### src/rtl/nasti_mem_arbiter.sv
// nasti_mem_arbiter: two-master to one-slave NASTI arbiter with independent round-robin write and read paths
module nasti_mem_arbiter #(
  parameter int ID_WIDTH   = 1,
  parameter int ADDR_WIDTH = 16,
  parameter int DATA_WIDTH = 128,
  parameter int USER_WIDTH = 1
) (
  input  logic                      clk,
  input  logic                      rstn,
  input  logic                      m0_aw_valid,
  output logic                      m0_aw_ready,
  input  logic [ID_WIDTH-1:0]       m0_aw_id,
  input  logic [ADDR_WIDTH-1:0]     m0_aw_addr,
  input  logic [7:0]                m0_aw_len,
  input  logic [2:0]                m0_aw_size,
  input  logic [USER_WIDTH-1:0]     m0_aw_user,
  input  logic                      m0_w_valid,
  output logic                      m0_w_ready,
  input  logic [DATA_WIDTH-1:0]     m0_w_data,
  input  logic [DATA_WIDTH/8-1:0]   m0_w_strb,
  input  logic                      m0_w_last,
  output logic                      m0_b_valid,
  input  logic                      m0_b_ready,
  output logic [ID_WIDTH-1:0]       m0_b_id,
  output logic [1:0]                m0_b_resp,
  output logic [USER_WIDTH-1:0]     m0_b_user,
  input  logic                      m0_ar_valid,
  output logic                      m0_ar_ready,
  input  logic [ID_WIDTH-1:0]       m0_ar_id,
  input  logic [ADDR_WIDTH-1:0]     m0_ar_addr,
  input  logic [7:0]                m0_ar_len,
  input  logic [2:0]                m0_ar_size,
  input  logic [USER_WIDTH-1:0]     m0_ar_user,
  output logic                      m0_r_valid,
  input  logic                      m0_r_ready,
  output logic [ID_WIDTH-1:0]       m0_r_id,
  output logic [DATA_WIDTH-1:0]     m0_r_data,
  output logic [1:0]                m0_r_resp,
  output logic                      m0_r_last,
  output logic [USER_WIDTH-1:0]     m0_r_user,
  input  logic                      m1_aw_valid,
  output logic                      m1_aw_ready,
  input  logic [ID_WIDTH-1:0]       m1_aw_id,
  input  logic [ADDR_WIDTH-1:0]     m1_aw_addr,
  input  logic [7:0]                m1_aw_len,
  input  logic [2:0]                m1_aw_size,
  input  logic [USER_WIDTH-1:0]     m1_aw_user,
  input  logic                      m1_w_valid,
  output logic                      m1_w_ready,
  input  logic [DATA_WIDTH-1:0]     m1_w_data,
  input  logic [DATA_WIDTH/8-1:0]   m1_w_strb,
  input  logic                      m1_w_last,
  output logic                      m1_b_valid,
  input  logic                      m1_b_ready,
  output logic [ID_WIDTH-1:0]       m1_b_id,
  output logic [1:0]                m1_b_resp,
  output logic [USER_WIDTH-1:0]     m1_b_user,
  input  logic                      m1_ar_valid,
  output logic                      m1_ar_ready,
  input  logic [ID_WIDTH-1:0]       m1_ar_id,
  input  logic [ADDR_WIDTH-1:0]     m1_ar_addr,
  input  logic [7:0]                m1_ar_len,
  input  logic [2:0]                m1_ar_size,
  input  logic [USER_WIDTH-1:0]     m1_ar_user,
  output logic                      m1_r_valid,
  input  logic                      m1_r_ready,
  output logic [ID_WIDTH-1:0]       m1_r_id,
  output logic [DATA_WIDTH-1:0]     m1_r_data,
  output logic [1:0]                m1_r_resp,
  output logic                      m1_r_last,
  output logic [USER_WIDTH-1:0]     m1_r_user,
  output logic                      s_aw_valid,
  input  logic                      s_aw_ready,
  output logic [ID_WIDTH:0]         s_aw_id,
  output logic [ADDR_WIDTH-1:0]     s_aw_addr,
  output logic [7:0]                s_aw_len,
  output logic [2:0]                s_aw_size,
  output logic [USER_WIDTH-1:0]     s_aw_user,
  output logic                      s_w_valid,
  input  logic                      s_w_ready,
  output logic [DATA_WIDTH-1:0]     s_w_data,
  output logic [DATA_WIDTH/8-1:0]   s_w_strb,
  output logic                      s_w_last,
  input  logic                      s_b_valid,
  output logic                      s_b_ready,
  input  logic [ID_WIDTH:0]         s_b_id,
  input  logic [1:0]                s_b_resp,
  input  logic [USER_WIDTH-1:0]     s_b_user,
  output logic                      s_ar_valid,
  input  logic                      s_ar_ready,
  output logic [ID_WIDTH:0]         s_ar_id,
  output logic [ADDR_WIDTH-1:0]     s_ar_addr,
  output logic [7:0]                s_ar_len,
  output logic [2:0]                s_ar_size,
  output logic [USER_WIDTH-1:0]     s_ar_user,
  input  logic                      s_r_valid,
  output logic                      s_r_ready,
  input  logic [ID_WIDTH:0]         s_r_id,
  input  logic [DATA_WIDTH-1:0]     s_r_data,
  input  logic [1:0]                s_r_resp,
  input  logic                      s_r_last,
  input  logic [USER_WIDTH-1:0]     s_r_user,
  output logic                      w_proto_err
);
  typedef enum logic [1:0] {W_IDLE, W_ADDR, W_DATA} w_state_t;
  typedef enum logic {R_IDLE, R_ADDR} r_state_t;
  w_state_t w_state;
  r_state_t r_state;
  logic wg, rg, last_w, last_r;
  logic [7:0] w_cnt, w_len;
  logic w_pick, r_pick, aw_hs, w_hs, ar_hs;
  // Round-robin: on a tie the master that did not finish last wins
  assign w_pick = (m0_aw_valid && m1_aw_valid) ? ~last_w : m1_aw_valid;
  assign r_pick = (m0_ar_valid && m1_ar_valid) ? ~last_r : m1_ar_valid;
  assign aw_hs = s_aw_valid && s_aw_ready;
  assign w_hs = s_w_valid && s_w_ready;
  assign ar_hs = s_ar_valid && s_ar_ready;
  // Write path: grant, forward AW, then stream W beats until last, checking beat count
  always_ff @(posedge clk or negedge rstn)
    if (!rstn) begin
      w_state     <= W_IDLE;
      wg          <= 1'b0;
      last_w      <= 1'b1;
      w_cnt       <= 8'd0;
      w_len       <= 8'd0;
      w_proto_err <= 1'b0;
    end else begin
      case (w_state)
        W_IDLE: if (m0_aw_valid || m1_aw_valid) begin
          wg      <= w_pick;
          w_state <= W_ADDR;
        end
        W_ADDR: if (aw_hs) begin
          w_cnt   <= 8'd0;
          w_len   <= s_aw_len;
          w_state <= W_DATA;
        end
        W_DATA: if (w_hs) begin
          w_cnt <= w_cnt + 8'd1;
          if (s_w_last != (w_cnt == w_len)) w_proto_err <= 1'b1;
          if (s_w_last) begin
            w_state <= W_IDLE;
            last_w  <= wg;
          end
        end
        default: w_state <= W_IDLE;
      endcase
    end
  // Read path: grant and forward a single AR, independent of the write path
  always_ff @(posedge clk or negedge rstn)
    if (!rstn) begin
      r_state <= R_IDLE;
      rg      <= 1'b0;
      last_r  <= 1'b1;
    end else if (r_state == R_IDLE) begin
      if (m0_ar_valid || m1_ar_valid) begin
        rg      <= r_pick;
        r_state <= R_ADDR;
      end
    end else if (ar_hs) begin
      r_state <= R_IDLE;
      last_r  <= rg;
    end
  assign s_aw_valid  = (w_state == W_ADDR) && (wg ? m1_aw_valid : m0_aw_valid);
  assign s_aw_id     = {wg, wg ? m1_aw_id : m0_aw_id};
  assign s_aw_addr   = wg ? m1_aw_addr : m0_aw_addr;
  assign s_aw_len    = wg ? m1_aw_len : m0_aw_len;
  assign s_aw_size   = wg ? m1_aw_size : m0_aw_size;
  assign s_aw_user   = wg ? m1_aw_user : m0_aw_user;
  assign m0_aw_ready = (w_state == W_ADDR) && !wg && s_aw_ready;
  assign m1_aw_ready = (w_state == W_ADDR) && wg && s_aw_ready;
  assign s_w_valid   = (w_state == W_DATA) && (wg ? m1_w_valid : m0_w_valid);
  assign s_w_data    = wg ? m1_w_data : m0_w_data;
  assign s_w_strb    = wg ? m1_w_strb : m0_w_strb;
  assign s_w_last    = wg ? m1_w_last : m0_w_last;
  assign m0_w_ready  = (w_state == W_DATA) && !wg && s_w_ready;
  assign m1_w_ready  = (w_state == W_DATA) && wg && s_w_ready;
  assign s_ar_valid  = (r_state == R_ADDR) && (rg ? m1_ar_valid : m0_ar_valid);
  assign s_ar_id     = {rg, rg ? m1_ar_id : m0_ar_id};
  assign s_ar_addr   = rg ? m1_ar_addr : m0_ar_addr;
  assign s_ar_len    = rg ? m1_ar_len : m0_ar_len;
  assign s_ar_size   = rg ? m1_ar_size : m0_ar_size;
  assign s_ar_user   = rg ? m1_ar_user : m0_ar_user;
  assign m0_ar_ready = (r_state == R_ADDR) && !rg && s_ar_ready;
  assign m1_ar_ready = (r_state == R_ADDR) && rg && s_ar_ready;
  assign m0_b_valid  = s_b_valid && !s_b_id[ID_WIDTH];
  assign m1_b_valid  = s_b_valid && s_b_id[ID_WIDTH];
  assign m0_b_id     = s_b_id[ID_WIDTH-1:0];
  assign m1_b_id     = s_b_id[ID_WIDTH-1:0];
  assign m0_b_resp   = s_b_resp;
  assign m1_b_resp   = s_b_resp;
  assign m0_b_user   = s_b_user;
  assign m1_b_user   = s_b_user;
  assign s_b_ready   = s_b_id[ID_WIDTH] ? m1_b_ready : m0_b_ready;
  assign m0_r_valid  = s_r_valid && !s_r_id[ID_WIDTH];
  assign m1_r_valid  = s_r_valid && s_r_id[ID_WIDTH];
  assign m0_r_id     = s_r_id[ID_WIDTH-1:0];
  assign m1_r_id     = s_r_id[ID_WIDTH-1:0];
  assign m0_r_data   = s_r_data;
  assign m1_r_data   = s_r_data;
  assign m0_r_resp   = s_r_resp;
  assign m1_r_resp   = s_r_resp;
  assign m0_r_last   = s_r_last;
  assign m1_r_last   = s_r_last;
  assign m0_r_user   = s_r_user;
  assign m1_r_user   = s_r_user;
  assign s_r_ready   = s_r_id[ID_WIDTH] ? m1_r_ready : m0_r_ready;
endmodule

### config.mk
export PLATFORM = sky130hd
export DESIGN_NAME = nasti_mem_arbiter
export DESIGN_NICKNAME = d
export VERILOG_FILES = /design/src/rtl/nasti_mem_arbiter.sv
export SDC_FILE = /design/constraint.sdc
export NUM_CORES = 1
export LEC_CHECK = 0
export BUFFER_PORTS_ARGS = -buffer_cell sky130_fd_sc_hd__clkbuf_2
export CAP_MARGIN = 15
export CORE_AREA = 5 5 407 409
export DETAILED_ROUTE_END_ITERATION = 8
export DIE_AREA = 0 0 412 414
export PLACE_DENSITY = 0.3
export SETUP_SLACK_MARGIN = 0.15
export SYNTH_ARGS = -nofsm -noshare
export SYNTH_HDL_FRONTEND = slang
export SYNTH_SLANG_ARGS = --single-unit
### constraint.sdc
create_clock -name clk -period 2.1 [get_ports clk]
set_clock_uncertainty 0.1 [all_clocks]
set_input_delay 0.105 -clock clk [delete_from_list [all_inputs] [get_ports clk]]
set_output_delay 0.105 -clock clk [all_outputs]
set_load 0.1 [all_outputs]
==> flow_metrics.env <==
export IMPL_yosysSeqAreaShare_pct=10.4
export IMPL_crit_family="buffers and inverters"
export IMPL_worst_r2r_startpoint="wg$_DFFE_PN0P_"
export IMPL_worst_slack_ns=-0.00994
export IMPL_rsz0062_at_grt="true"
export IMPL_cts_tree="yes"
export IMPL_p_leak_nw=5.98
export IMPL_async_reset_ff_share_pct=100
export IMPL_finalInstanceArea_um2=14000
export IMPL_period_share_pct=100
export IMPL_grt_use_total_pct=9.49
export IMPL_r2r_setup_slack_ns=0.11
export IMPL_worst_setup_path_start_kind="register"
export IMPL_synth_largest_area_cell="mux2_2"
export IMPL_final_fill_count=18783
export IMPL_intPower_w=0.00948
export IMPL_io_pins=1057
export IMPL_synth_xor_area_share_pct=1.81
export IMPL_io_buffers=645
export IMPL_wirelength_um=85700
export IMPL_required_ns=1.89
export IMPL_p_total_w=0.0252
export IMPL_fmax_ghz=0.474
export IMPL_synth_area_mux_share_pct=42.3
export IMPL_wl_per_cell_um=26.7
export IMPL_post_synth_and_or_nand_nor_area_fraction_pct=5.15
export IMPL_ys_flop_type="dfrtp_1"
export IMPL_min_period_ns=2.11
export IMPL_yosysMostFrequentCell="buf_4"
export IMPL_die_w_um=412
export IMPL_synth_warnings=0
export IMPL_clock_sink_count=24
export IMPL_clkPwrFrac_pct=2.0
export IMPL_grt_overflow=0
export IMPL_dp_cells=3171
export IMPL_synth_top_family_by_area="multiplexers"
export IMPL_antenna_found_initial=27
export IMPL_grt_pass1_vias=7226
export IMPL_cp_arrival_ns=1.90
export IMPL_synth_compound_area_share_pct=1.83
export IMPL_yosys_top_cells_area="mux2_2 41%, buf_4 36%, dfrtp_1 9.5%"
export IMPL_cap_violations=0
export IMPL_first_pass_iters=4
export IMPL_dieArea_um2=171000
export IMPL_num_rows=148
export IMPL_grt_pass1_wl_um=101000
export IMPL_violations="setup timing"
export IMPL_clockRootBuffer="clkbuf_16"
export IMPL_drtAntennaViolNets=0
export IMPL_status="finished with violations"
export IMPL_swShare_pct=62.4
export IMPL_avgViaCountPerCell=2.01
export IMPL_place_gp_congestion=0.805
export IMPL_r2r_end="w_len[7]$_DFFE_PN0P_"
export IMPL_dp_hpwl_um=77600
export IMPL_synth_cells=629
export IMPL_synth_fp_nets=1192
export IMPL_hold_viol_final=0
export IMPL_r2r_cells=6
export IMPL_setup_viol=1
export IMPL_instances_no_fill=3212
export IMPL_synth_seq_cells=24
export IMPL_holdPathStages=3
export IMPL_p_comb_share_pct=94.7
export IMPL_setup_tns_ns=-0.00994
export IMPL_tightest_slew_ns=0.758
export IMPL_dr_first_iter_drc_count=231
export IMPL_place_area_um2=13000
export IMPL_clkTransAtPathRegs_ns=0.07
export IMPL_switching_power_w=0.0157
export IMPL_clkLatencyLatePin_ns=0.28
export IMPL_cp_common_cell="buf_12"
export IMPL_p_per_area_nw_per_um2=1800
export IMPL_synthesis_area_um2=5800
export IMPL_synth_top_area_share_pct=41.3
export IMPL_yosys_area_share_adder_pct=0.216
export IMPL_core_um2=162000
export IMPL_syn2layout_area_growth_pct=142
export IMPL_critPathKind="reg2out"
export IMPL_slew_limit_headroom_pct=49.5
export IMPL_vdd_ir_drop_max_uv=774
export IMPL_cpMaxStageDelayCell="dfrtp_4"
export IMPL_initial_core_util_pct=3.59
export IMPL_dieHeight_um=414
export IMPL_crit_fanout=12
export IMPL_cts_root_to_sink_buffers=2
export IMPL_crit_chain="buf_12 -> buf_16 -> buf_4 -> buf_8 -> mux2_4 -> buf_12"
export IMPL_avgSynthCellArea_um2=9.22
export IMPL_ctsHtreeMaxLevel=1
export IMPL_seqPwrFrac_pct=3.3
export IMPL_drive_gt1_share_pct=91.1
export IMPL_drv_slew=0
export IMPL_drc=0
export IMPL_cts_inserted_buffers=3
export IMPL_hold_path_class="in2reg"
export IMPL_vias=6456
export IMPL_grt_max_degree=36
export IMPL_worstHoldEndpoint="last_r$_DFFE_PN1P_"
export IMPL_synth_edf_count=0
export IMPL_nets=1593
export IMPL_path_buf_inv=5
export IMPL_cpPeakStageDelay_ns=0.53
export IMPL_critPathCaptureType="output pin"
export IMPL_hold_start="m1_ar_valid"
export IMPL_final_util_pct=8.68
export IMPL_yosysUniqueCellTypes=44
export IMPL_ys_top_cells_by_count="277 x buf_4, 213 x mux2_2, 22 x dfrtp_1"
-- layout by cell type (no fill, tap or decap), drive strengths merged, types with 3 or more instances in the layout --
cell type and count:
nand2 9, mux2i 3, nor2 18, nor4 3, clkbuf 437, o22ai 3
xor2 10, diode 8, dfrtp 22, mux2 214, nand3 3, buf 262
inv 5, nor3 3, and3 4, a21oi 6
-- cells by family after synthesis --
| kind of cell | after synthesis |
|---|---|
| adders and majority gates | 1 |
| muxes | 217 |
| DFF | 24 |
| xor gates and xnor gates | 12 |
| buffers and inverters | 306 |
| AOI/OAI and AO/OA | 16 |
| and+or+nand+nor | 53 |
-- cell type report --
cell class	count	area [um2]	share of cell area, %
inverters	5	18.8	0.134
flip-flops and latches	24	607	4.33
multi-input cells	299	3380	24.1
clock buffers	4	88.8	0.633
diodes	8	20.0	0.143
well taps	2175	2720	19.4
repair buffers	697	7190	51.3
-- how the worst max path moves through the flow --
stage | endpoint | from | cells past startpoint
6_report | s_w_data[110] | wg$_DFFE_PN0P_ | 6
5_1_grt | s_w_data[79] | wg$_DFFE_PN0P_ | 5
4_1_cts | s_w_data[79] | wg$_DFFE_PN0P_ | 5
3_5_place_dp | s_w_data[122] | wg$_DFFE_PN0P_ | 4
3_3_place_gp | s_w_data[122] | wg$_DFFE_PN0P_ | 4
2_1_floorplan | m1_ar_ready | rg$_DFFE_PN0P_ | 3
-- layer usage --
metal | track usage (%) | part of all wire, % | up-vias
li1 | - | - | 2681
met3 | 4.00 | 11 | 64
met5 | 0.396 | 0.20 | -
met4 | 0.687 | 1.0 | 18
met2 | 15.4 | 45 | 695
met1 | 12.2 | 43 | 2998
-- sequential cells by signal (all words and copies together) (netlist names) --
name,flops
w_cnt,8
w_len,8
w_state,2
last_r,1
last_w,1
r_state,1
rg,1
w_proto_err,1
wg,1
-- metrics by stage --
step / hold WS [ns] / worst slack (ns)
6_report: 0.0238 / -0.00994
5_1_grt: 0.0315 / -0.0644
4_1_cts: 0.0142 / -0.0643
3_5_place_dp: 0.111 / -0.0384
3_3_place_gp: 0.111 / -0.0506
2_1_floorplan: -0.291 / 0.138
-- power by group through the flow --
stage,clock [W],sequential (W),combinational [W]
5_1_grt,0.000561,0.000863,0.0246
4_1_cts,0.000547,0.000840,0.0242
2_1_floorplan,0,0.000730,0.0152
6_report,0.000506,0.000825,0.0239
3_3_place_gp,0,0.000883,0.0223
3_5_place_dp,0,0.000876,0.0222
-- repair_timing --
| action | CTS | global route |
|---|---|---|
| endpoints found under the hold margin | 23 | 0 |
| pin swaps | 3 | 2 |
| setup buffers | 12 | 6 |
| cloned | 8 | 1 |
| resized for setup | 105 | 31 |
| setup endpoints to repair | 149 | 185 |
| hold buffers | 2 | 0 |
-- worst register-to-register path: stages (launching register included) --
cell and delay, ns:
dfrtp_4 0.53, buf_12 0.16, buf_12 0.15, clkbuf_16 0.20, mux2_4 0.34, buf_4 0.16, mux2_2 0.25
Power figures use the tool's default switching activity.
